===== config.mk =====
export PLATFORM = sky130hd
export DESIGN_NAME = icache_ctrl_nway_flat
export DESIGN_NICKNAME = d
export VERILOG_FILES = /design/src/rtl/icache_pkg.sv /design/src/rtl/icache_ctrl_nway_if.sv /design/src/rtl/icache_beat_cnt.sv /design/src/rtl/icache_ctrl_nway.sv /design/src/flat_wrapper.sv
export SDC_FILE = /design/constraint.sdc
export NUM_CORES = 1
export LEC_CHECK = 0
export ABC_AREA = 1
export CAP_MARGIN = 25
export CORE_UTILIZATION = 41
export DETAILED_ROUTE_END_ITERATION = 10
export PLACE_DENSITY_LB_ADDON = 0.15
export SYNTH_ARGS = -nofsm -noshare
export SYNTH_HDL_FRONTEND = slang
export SYNTH_SLANG_ARGS = --single-unit
export TNS_END_PERCENT = 20

===== constraint.sdc =====
create_clock -name clk -period 2.88 [get_ports clk]
set_clock_uncertainty 0.15 [all_clocks]
set_input_delay 0.288 -clock clk [delete_from_list [all_inputs] [get_ports clk]]
set_output_delay 0.288 -clock clk [all_outputs]
set_load 0.03 [all_outputs]

===== src/rtl/icache_pkg.sv =====
// Shared types and helpers for the N-way instruction-cache controller.
package icache_pkg;

    typedef enum logic [2:0] {
        ST_IDLE,
        ST_LOOKUP,
        ST_MISS_A,
        ST_MISS_D,
        ST_REFILL,
        ST_CACOP
    } state_e;

    localparam logic [1:0] CACOP_IDX_INV0 = 2'd0;
    localparam logic [1:0] CACOP_IDX_INV1 = 2'd1;
    localparam logic [1:0] CACOP_HIT_INV  = 2'd2;
    localparam logic [1:0] CACOP_NOP      = 2'd3;

    // Callers truncate the result to their own way count.
    function automatic logic [7:0] onehot8(input logic [2:0] idx);
        return 8'b1 << idx;
    endfunction

endpackage


===== src/rtl/icache_ctrl_nway_if.sv =====
// Fetch-side and memory read-channel signals of the instruction-cache controller.
interface icache_ctrl_nway_if #(
    parameter int WAYS       = 2,
    parameter int LINE_WORDS = 4
);
    localparam int WAY_W = $clog2(WAYS);
    localparam int IDX_W = $clog2(LINE_WORDS);

    logic              rvalid;
    logic [31:0]       addr;
    logic              uncache;
    logic [WAYS-1:0]   hit;
    logic [WAY_W-1:0]  victim_way;
    logic              cacop_en;
    logic [1:0]        cacop_code;
    logic              i_arready;
    logic              i_rvalid;
    logic              i_rlast;

    logic              rready;
    logic              i_arvalid;
    logic [31:0]       i_araddr;
    logic [7:0]        i_arlen;
    logic              i_rready;
    logic              beat_we;
    logic [IDX_W-1:0]  beat_idx;
    logic [WAYS-1:0]   mem_we;
    logic [WAYS-1:0]   tagv_we;
    logic              tagv_inval;
    logic              rbuf_we;
    logic              data_from_mem_sel;
    logic              lru_update;
    logic              lru_fill;
    logic [WAY_W-1:0]  fill_way;
    logic              cacop_finish;
    logic              busy;

    modport master (
        output rvalid, addr, uncache, hit, victim_way, cacop_en, cacop_code,
               i_arready, i_rvalid, i_rlast,
        input  rready, i_arvalid, i_araddr, i_arlen, i_rready, beat_we, beat_idx,
               mem_we, tagv_we, tagv_inval, rbuf_we, data_from_mem_sel,
               lru_update, lru_fill, fill_way, cacop_finish, busy
    );

    modport slave (
        input  rvalid, addr, uncache, hit, victim_way, cacop_en, cacop_code,
               i_arready, i_rvalid, i_rlast,
        output rready, i_arvalid, i_araddr, i_arlen, i_rready, beat_we, beat_idx,
               mem_we, tagv_we, tagv_inval, rbuf_we, data_from_mem_sel,
               lru_update, lru_fill, fill_way, cacop_finish, busy
    );

endinterface


===== src/rtl/icache_beat_cnt.sv =====
// Refill beat counter: cleared when a burst starts, advances per accepted beat, wraps per line.
module icache_beat_cnt #(
    parameter int LINE_WORDS = 4
) (
    input  logic                          clk,
    input  logic                          rstn,
    input  logic                          clr,
    input  logic                          inc,
    output logic [$clog2(LINE_WORDS)-1:0] cnt
);
    localparam int CNT_W = $clog2(LINE_WORDS);

    always_ff @(posedge clk or negedge rstn) begin
        if (!rstn) begin
            cnt <= '0;
        end else if (clr) begin
            cnt <= '0;
        end else if (inc) begin
            cnt <= (cnt == CNT_W'(LINE_WORDS - 1)) ? '0 : cnt + CNT_W'(1);
        end
    end

endmodule


===== src/rtl/icache_ctrl_nway.sv =====
// N-way instruction-cache control FSM: lookup, line refill / uncached read, CACOP invalidation.
module icache_ctrl_nway
    import icache_pkg::*;
#(
    parameter int WAYS       = 2,
    parameter int LINE_WORDS = 4
) (
    input logic               clk,
    input logic               rstn,
    icache_ctrl_nway_if.slave bus
);
    localparam int WAY_W = $clog2(WAYS);
    localparam int OFF_W = $clog2(LINE_WORDS) + 2;
    localparam int IDX_W = OFF_W - 2;

    state_e            state;
    state_e            state_nxt;
    logic [WAY_W-1:0]  fill_way_q;
    logic              uncached_q;
    logic [31:0]       miss_addr_q;
    logic [IDX_W-1:0]  beat_cnt;
    logic              any_hit;
    logic              miss_start;
    logic              cnt_clr;
    logic              cnt_inc;
    logic [WAYS-1:0]   fill_oh;
    logic [WAYS-1:0]   idx_oh;

    assign any_hit    = |bus.hit;
    assign miss_start = (state == ST_LOOKUP) && !bus.cacop_en && (bus.uncache || !any_hit);
    assign cnt_clr    = (state == ST_MISS_A) && bus.i_arready;
    assign cnt_inc    = (state == ST_MISS_D) && bus.i_rvalid;
    assign fill_oh    = WAYS'(onehot8(3'(fill_way_q)));
    assign idx_oh     = WAYS'(onehot8(3'(bus.addr[WAY_W-1:0])));

    icache_beat_cnt #(.LINE_WORDS(LINE_WORDS)) u_beat_cnt (
        .clk  (clk),
        .rstn (rstn),
        .clr  (cnt_clr),
        .inc  (cnt_inc),
        .cnt  (beat_cnt)
    );

    always_ff @(posedge clk or negedge rstn) begin
        if (!rstn) begin
            state      <= ST_IDLE;
            fill_way_q <= '0;
            uncached_q <= 1'b0;
        end else begin
            state <= state_nxt;
            if (miss_start) begin
                uncached_q <= bus.uncache;
                if (!bus.uncache) fill_way_q <= bus.victim_way;
            end
        end
    end

    // Burst address is frozen at miss time so it cannot move while i_arvalid is pending.
    always_ff @(posedge clk) begin
        if (miss_start) begin
            miss_addr_q <= bus.uncache ? {bus.addr[31:2], 2'b00}
                                       : {bus.addr[31:OFF_W], {OFF_W{1'b0}}};
        end
    end

    always_comb begin
        state_nxt = state;
        case (state)
            ST_IDLE: begin
                if (bus.cacop_en)    state_nxt = ST_CACOP;
                else if (bus.rvalid) state_nxt = ST_LOOKUP;
            end
            ST_LOOKUP: begin
                if (bus.cacop_en)     state_nxt = ST_CACOP;
                else if (bus.uncache) state_nxt = ST_MISS_A;
                else if (any_hit)     state_nxt = bus.rvalid ? ST_LOOKUP : ST_IDLE;
                else                  state_nxt = ST_MISS_A;
            end
            ST_MISS_A: if (bus.i_arready) state_nxt = ST_MISS_D;
            ST_MISS_D: begin
                if (bus.i_rvalid && bus.i_rlast) state_nxt = uncached_q ? ST_IDLE : ST_REFILL;
            end
            ST_REFILL: state_nxt = ST_IDLE;
            ST_CACOP:  state_nxt = ST_IDLE;
            default:   state_nxt = ST_IDLE;
        endcase
    end

    always_comb begin
        bus.rready            = 1'b0;
        bus.i_arvalid         = 1'b0;
        bus.i_araddr          = '0;
        bus.i_arlen           = '0;
        bus.i_rready          = 1'b0;
        bus.beat_we           = 1'b0;
        bus.beat_idx          = '0;
        bus.mem_we            = '0;
        bus.tagv_we           = '0;
        bus.tagv_inval        = 1'b0;
        bus.rbuf_we           = 1'b0;
        bus.data_from_mem_sel = 1'b0;
        bus.lru_update        = 1'b0;
        bus.lru_fill          = 1'b0;
        bus.fill_way          = fill_way_q;
        bus.cacop_finish      = 1'b0;
        bus.busy              = (state != ST_IDLE) && (state != ST_LOOKUP);
        case (state)
            ST_IDLE: begin
                bus.rready            = 1'b1;
                bus.rbuf_we           = 1'b1;
                bus.data_from_mem_sel = 1'b1;
            end
            ST_LOOKUP: begin
                if (!bus.cacop_en && !bus.uncache && any_hit) begin
                    bus.rready     = 1'b1;
                    bus.rbuf_we    = 1'b1;
                    bus.lru_update = 1'b1;
                end
            end
            ST_MISS_A: begin
                bus.i_arvalid = 1'b1;
                bus.i_araddr  = miss_addr_q;
                bus.i_arlen   = uncached_q ? 8'd0 : 8'(LINE_WORDS - 1);
            end
            ST_MISS_D: begin
                bus.i_rready = 1'b1;
                bus.beat_we  = bus.i_rvalid;
                bus.beat_idx = beat_cnt;
                if (bus.i_rvalid && bus.i_rlast && uncached_q) begin
                    bus.rready            = 1'b1;
                    bus.data_from_mem_sel = 1'b1;
                end
            end
            ST_REFILL: begin
                bus.mem_we            = fill_oh;
                bus.tagv_we           = fill_oh;
                bus.lru_fill          = 1'b1;
                bus.rready            = 1'b1;
                bus.data_from_mem_sel = 1'b1;
            end
            ST_CACOP: begin
                bus.tagv_inval   = 1'b1;
                bus.cacop_finish = 1'b1;
                case (bus.cacop_code)
                    CACOP_IDX_INV0, CACOP_IDX_INV1: bus.tagv_we = idx_oh;
                    CACOP_HIT_INV:                  bus.tagv_we = bus.hit;
                    default:                        bus.tagv_we = '0;
                endcase
            end
            default: ;
        endcase
    end

endmodule


===== src/flat_wrapper.sv =====
// flat-port wrapper written by rule: the top's interface ports become plain ports
module icache_ctrl_nway_flat import icache_pkg::*;
#(
    parameter int WAYS       = 2,
    parameter int LINE_WORDS = 4
)
  (clk, rstn, bus_rvalid, bus_addr, bus_uncache, bus_hit, bus_victim_way, bus_cacop_en, bus_cacop_code, bus_i_arready, bus_i_rvalid, bus_i_rlast, bus_rready, bus_i_arvalid, bus_i_araddr, bus_i_arlen, bus_i_rready, bus_beat_we, bus_beat_idx, bus_mem_we, bus_tagv_we, bus_tagv_inval, bus_rbuf_we, bus_data_from_mem_sel, bus_lru_update, bus_lru_fill, bus_fill_way, bus_cacop_finish, bus_busy);
  icache_ctrl_nway_if #(.WAYS(WAYS), .LINE_WORDS(LINE_WORDS)) bus_i ();
  input logic clk;
  input logic rstn;
  input wire logic [$bits(bus_i.rvalid)-1:0] bus_rvalid;
  input wire logic [$bits(bus_i.addr)-1:0] bus_addr;
  input wire logic [$bits(bus_i.uncache)-1:0] bus_uncache;
  input wire logic [$bits(bus_i.hit)-1:0] bus_hit;
  input wire logic [$bits(bus_i.victim_way)-1:0] bus_victim_way;
  input wire logic [$bits(bus_i.cacop_en)-1:0] bus_cacop_en;
  input wire logic [$bits(bus_i.cacop_code)-1:0] bus_cacop_code;
  input wire logic [$bits(bus_i.i_arready)-1:0] bus_i_arready;
  input wire logic [$bits(bus_i.i_rvalid)-1:0] bus_i_rvalid;
  input wire logic [$bits(bus_i.i_rlast)-1:0] bus_i_rlast;
  output wire logic [$bits(bus_i.rready)-1:0] bus_rready;
  output wire logic [$bits(bus_i.i_arvalid)-1:0] bus_i_arvalid;
  output wire logic [$bits(bus_i.i_araddr)-1:0] bus_i_araddr;
  output wire logic [$bits(bus_i.i_arlen)-1:0] bus_i_arlen;
  output wire logic [$bits(bus_i.i_rready)-1:0] bus_i_rready;
  output wire logic [$bits(bus_i.beat_we)-1:0] bus_beat_we;
  output wire logic [$bits(bus_i.beat_idx)-1:0] bus_beat_idx;
  output wire logic [$bits(bus_i.mem_we)-1:0] bus_mem_we;
  output wire logic [$bits(bus_i.tagv_we)-1:0] bus_tagv_we;
  output wire logic [$bits(bus_i.tagv_inval)-1:0] bus_tagv_inval;
  output wire logic [$bits(bus_i.rbuf_we)-1:0] bus_rbuf_we;
  output wire logic [$bits(bus_i.data_from_mem_sel)-1:0] bus_data_from_mem_sel;
  output wire logic [$bits(bus_i.lru_update)-1:0] bus_lru_update;
  output wire logic [$bits(bus_i.lru_fill)-1:0] bus_lru_fill;
  output wire logic [$bits(bus_i.fill_way)-1:0] bus_fill_way;
  output wire logic [$bits(bus_i.cacop_finish)-1:0] bus_cacop_finish;
  output wire logic [$bits(bus_i.busy)-1:0] bus_busy;
  assign bus_i.rvalid = bus_rvalid;
  assign bus_i.addr = bus_addr;
  assign bus_i.uncache = bus_uncache;
  assign bus_i.hit = bus_hit;
  assign bus_i.victim_way = bus_victim_way;
  assign bus_i.cacop_en = bus_cacop_en;
  assign bus_i.cacop_code = bus_cacop_code;
  assign bus_i.i_arready = bus_i_arready;
  assign bus_i.i_rvalid = bus_i_rvalid;
  assign bus_i.i_rlast = bus_i_rlast;
  assign bus_rready = bus_i.rready;
  assign bus_i_arvalid = bus_i.i_arvalid;
  assign bus_i_araddr = bus_i.i_araddr;
  assign bus_i_arlen = bus_i.i_arlen;
  assign bus_i_rready = bus_i.i_rready;
  assign bus_beat_we = bus_i.beat_we;
  assign bus_beat_idx = bus_i.beat_idx;
  assign bus_mem_we = bus_i.mem_we;
  assign bus_tagv_we = bus_i.tagv_we;
  assign bus_tagv_inval = bus_i.tagv_inval;
  assign bus_rbuf_we = bus_i.rbuf_we;
  assign bus_data_from_mem_sel = bus_i.data_from_mem_sel;
  assign bus_lru_update = bus_i.lru_update;
  assign bus_lru_fill = bus_i.lru_fill;
  assign bus_fill_way = bus_i.fill_way;
  assign bus_cacop_finish = bus_i.cacop_finish;
  assign bus_busy = bus_i.busy;
  icache_ctrl_nway #(.WAYS(WAYS), .LINE_WORDS(LINE_WORDS)) u_core (.clk(clk), .rstn(rstn), .bus(bus_i));
endmodule

==> metrics.txt <==
top cells by area, synth=edfxtp_1 (49%), inv_1 (10%), dfrtp_1 (9.5%); HPWL after DPL=3030 um; setup ws final=roughly 0.24 ns; cts repair resizes=0; R2R Path Start=u_core.state[2]; Leakage=about 1.3 nW; number of antenna-violating nets in the routed design=0; largest net degree at the start of global routing=35; Post-synth top cells=inv_1 (49), nor2_1 (42), edfxtp_1 (30); Die Span Y=69.0 um; die area=4760 um^2; CTS root buffer=clkbuf_8; Post-CTS Setup Bufs=0; DR pass1 iterations=4; CP Data Required Time=2.44 ns; Worst-Skew Late Latency=0.28 ns; Setup Total Neg Slack=0 ns; FF+latch area=1080 um^2; area of the core=4140 um^2; CP max FO=34; CP startpoint kind=flip-flop; Final Hold Vio Count=0; hold_ws=0.120 ns; Register-to-Register Path Depth=6; # fillers=341; RSZ-0062 raised after global routing=false; Crit path max-delay family=buffers and inverters; top_reg_cell synth=edfxtp_1; Post-CTS Hold Fix Bufs=0; Max Clk Rate=378 MHz; VDD IR max=0.645 mV; multiplexer area fraction after synthesis=0; largest family of logic cells by synthesized area=simple AND/OR/NAND/NOR gates; GR Util All Layers=0.174; number of placed I/O pins=103; synth unique cells=26; post-synthesis cell area=between 1500 and 2000 um^2; deepest clock path buffer count=2; CTS tree=yes; Synth Area in Compound Gates=0.0388; Simple-Gate Fraction of Synth Area=0.214; Critical Path Sink Type=output pin; Critical-path top delay cell=clkdlybuf4s50_1; largest area contributor in the netlist=edfxtp_1; DRC=0; port buffer count=slightly above 90; Worst R2R Setup Slack=~1.2 ns; Area Growth Syn to Fin=57.2%; pre-CTS setup slack=roughly 0.49 ns; Final period util=0.918; cell row count=23; vias per inst=4.30; Slew Limit Fails=0; Final #Nets=337; clk slew on worst S/H paths=roughly 0.070 ns; share of cells above drive strength 1=0.0856; #FFs+latches synth=37; Syn Area/Cell=roughly 9.4 um^2; post-synthesis xor/xnor area fraction=0; kind of critical path=flip-flop to output pin; Detailed Route WL=~3900 um; gate count of the mapped netlist=195; fin crit period=2.64 ns; Finish-stage setup viols=0; antenna cell count=0; CTS sink count=37; Adder-Cell Fraction of Synth Area=0.00680; Initial Util=0.444; cts bufs inserted=5; GP Congestion=0.838; Worst Path Buf+Inv=2; max-cap check violation count=0; multi-input logic area=507 um^2; top cell type's share of synthesized area=0.490; post-DR wirelength/cell=11.3 um; Worst path max stage delay=0.73 ns; status=finished clean; Min-Delay Path Class=input pin to asynchronous set/reset pin; worst endpoint data arrival time=2.21 ns; die width=69.0 um; global route overflow=0; Iter 0 DRT Violations=71; Seq/Total Area, Yosys=0.585; vias in the first global route=1,301; worst path cell trace=inv_1 > nand3_4 > nor2_1 > clkdlybuf4s50_1; initial antenna violation count=0; count leader, synth=inv_1; first-pass GRT wire length=between 5000 and 6000 um; PD cells=809 nW/um^2; htree depth=2; synth warn=0; Async SR Flop Fraction=0.189; cell area after layout=around 2900 um^2; Post-synth EDFFs=30; dpl cell area=2780 um^2; worst r2r dst=u_core.miss_addr_q[31]; DR vias=~1,500
## worst reg2reg max path: stages (launching register included)
cell     delay, ns
dfrtp_1       0.45
inv_2         0.16
nand2_4       0.08
nor2_4        0.11
nand3_4       0.11
inv_1         0.10
buf_4         0.25
## through the flow
stage / util / instances / power (mW)
finish: 0.698 / 342 / 2.34
global route: 0.698 / 342 / 2.48
CTS: 0.698 / 342 / 2.37
detailed placement: 0.672 / 334 / 1.93
global placement: 0.672 / 334 / 1.92
floorplan: - / 202 / 1.49
## power by group
group          internal [mW]  total, mW  switching [mW]  leakage [nW]
logic                  0.443       1.14           0.701         0.880
clock network          0.257      0.430           0.173        0.0552
registers              0.694      0.767          0.0726         0.360
total                   1.39       2.34           0.946          1.30
## worst max path at each step
stage / slack (ns) / to / cells after the start / start
floorplan: 0.84 / u_core.miss_addr_q[10] / 5 / u_core.state[2]
global placement: 0.50 / bus_rbuf_we / 7 / bus_uncache
detailed placement: 0.49 / bus_rbuf_we / 7 / bus_uncache
CTS: 0.21 / bus_i_arlen[0] / 4 / u_core.state[2]
global route: 0.1 / bus_i_arlen[1] / 4 / u_core.state[2]
finish: 0.24 / bus_i_arlen[0] / 4 / u_core.state[0]
## cells in the final DEF, fill, tap and decap left out, types with 3 or more instances in the layout
cell type | netlist | final
a21oi_1 | 3 | 3
clkbuf_8 | 0 | 5
clkdlybuf4s50_1 | 0 | 93
conb_1 | 1 | 8
dfrtp_1 | 7 | 7
edfxtp_1 | 30 | 30
inv_1 | 49 | 49
nand2_1 | 18 | 18
nand2_2 | 3 | 3
nand3_1 | 6 | 6
nor2_1 | 42 | 42
nor2_4 | 4 | 4
o21ai_0 | 4 | 4
## sequential cells by signal (all words and copies together) (netlist names)
name / flops
u_core.u_beat_cnt.cnt: 2
u_core.state: 3
u_core.bus.fill_way: 1
u_core.miss_addr_q: 30
u_core.uncached_q: 1
## cell families after synthesis
family                   Yosys count
other                              1
AO/OA/AOI/OAI                     12
buffers and inverters             64
AND/OR/NAND/NOR                   80
flip-flops                        37
adder cells (fa/ha/maj)            1
## layout make-up
class                           count  share of cell area
Sequential cell                    37               0.372
Timing Repair Buffer               95               0.327
Inverter                           51              0.0666
Multi-Input combinational cell    101               0.175
Clock buffer                        6              0.0251
Tap cell                           50              0.0216
Clock inverter                      2              0.0121
## per-layer routing
layer,track usage,share of wire,routed length (um)
met5,0,0,0
met4,0.0536,0.0062,24
met3,0.0724,0.088,341
met2,0.277,0.48,1860
met1,0.213,0.43,1650
(Power assumes the default switching activity.)
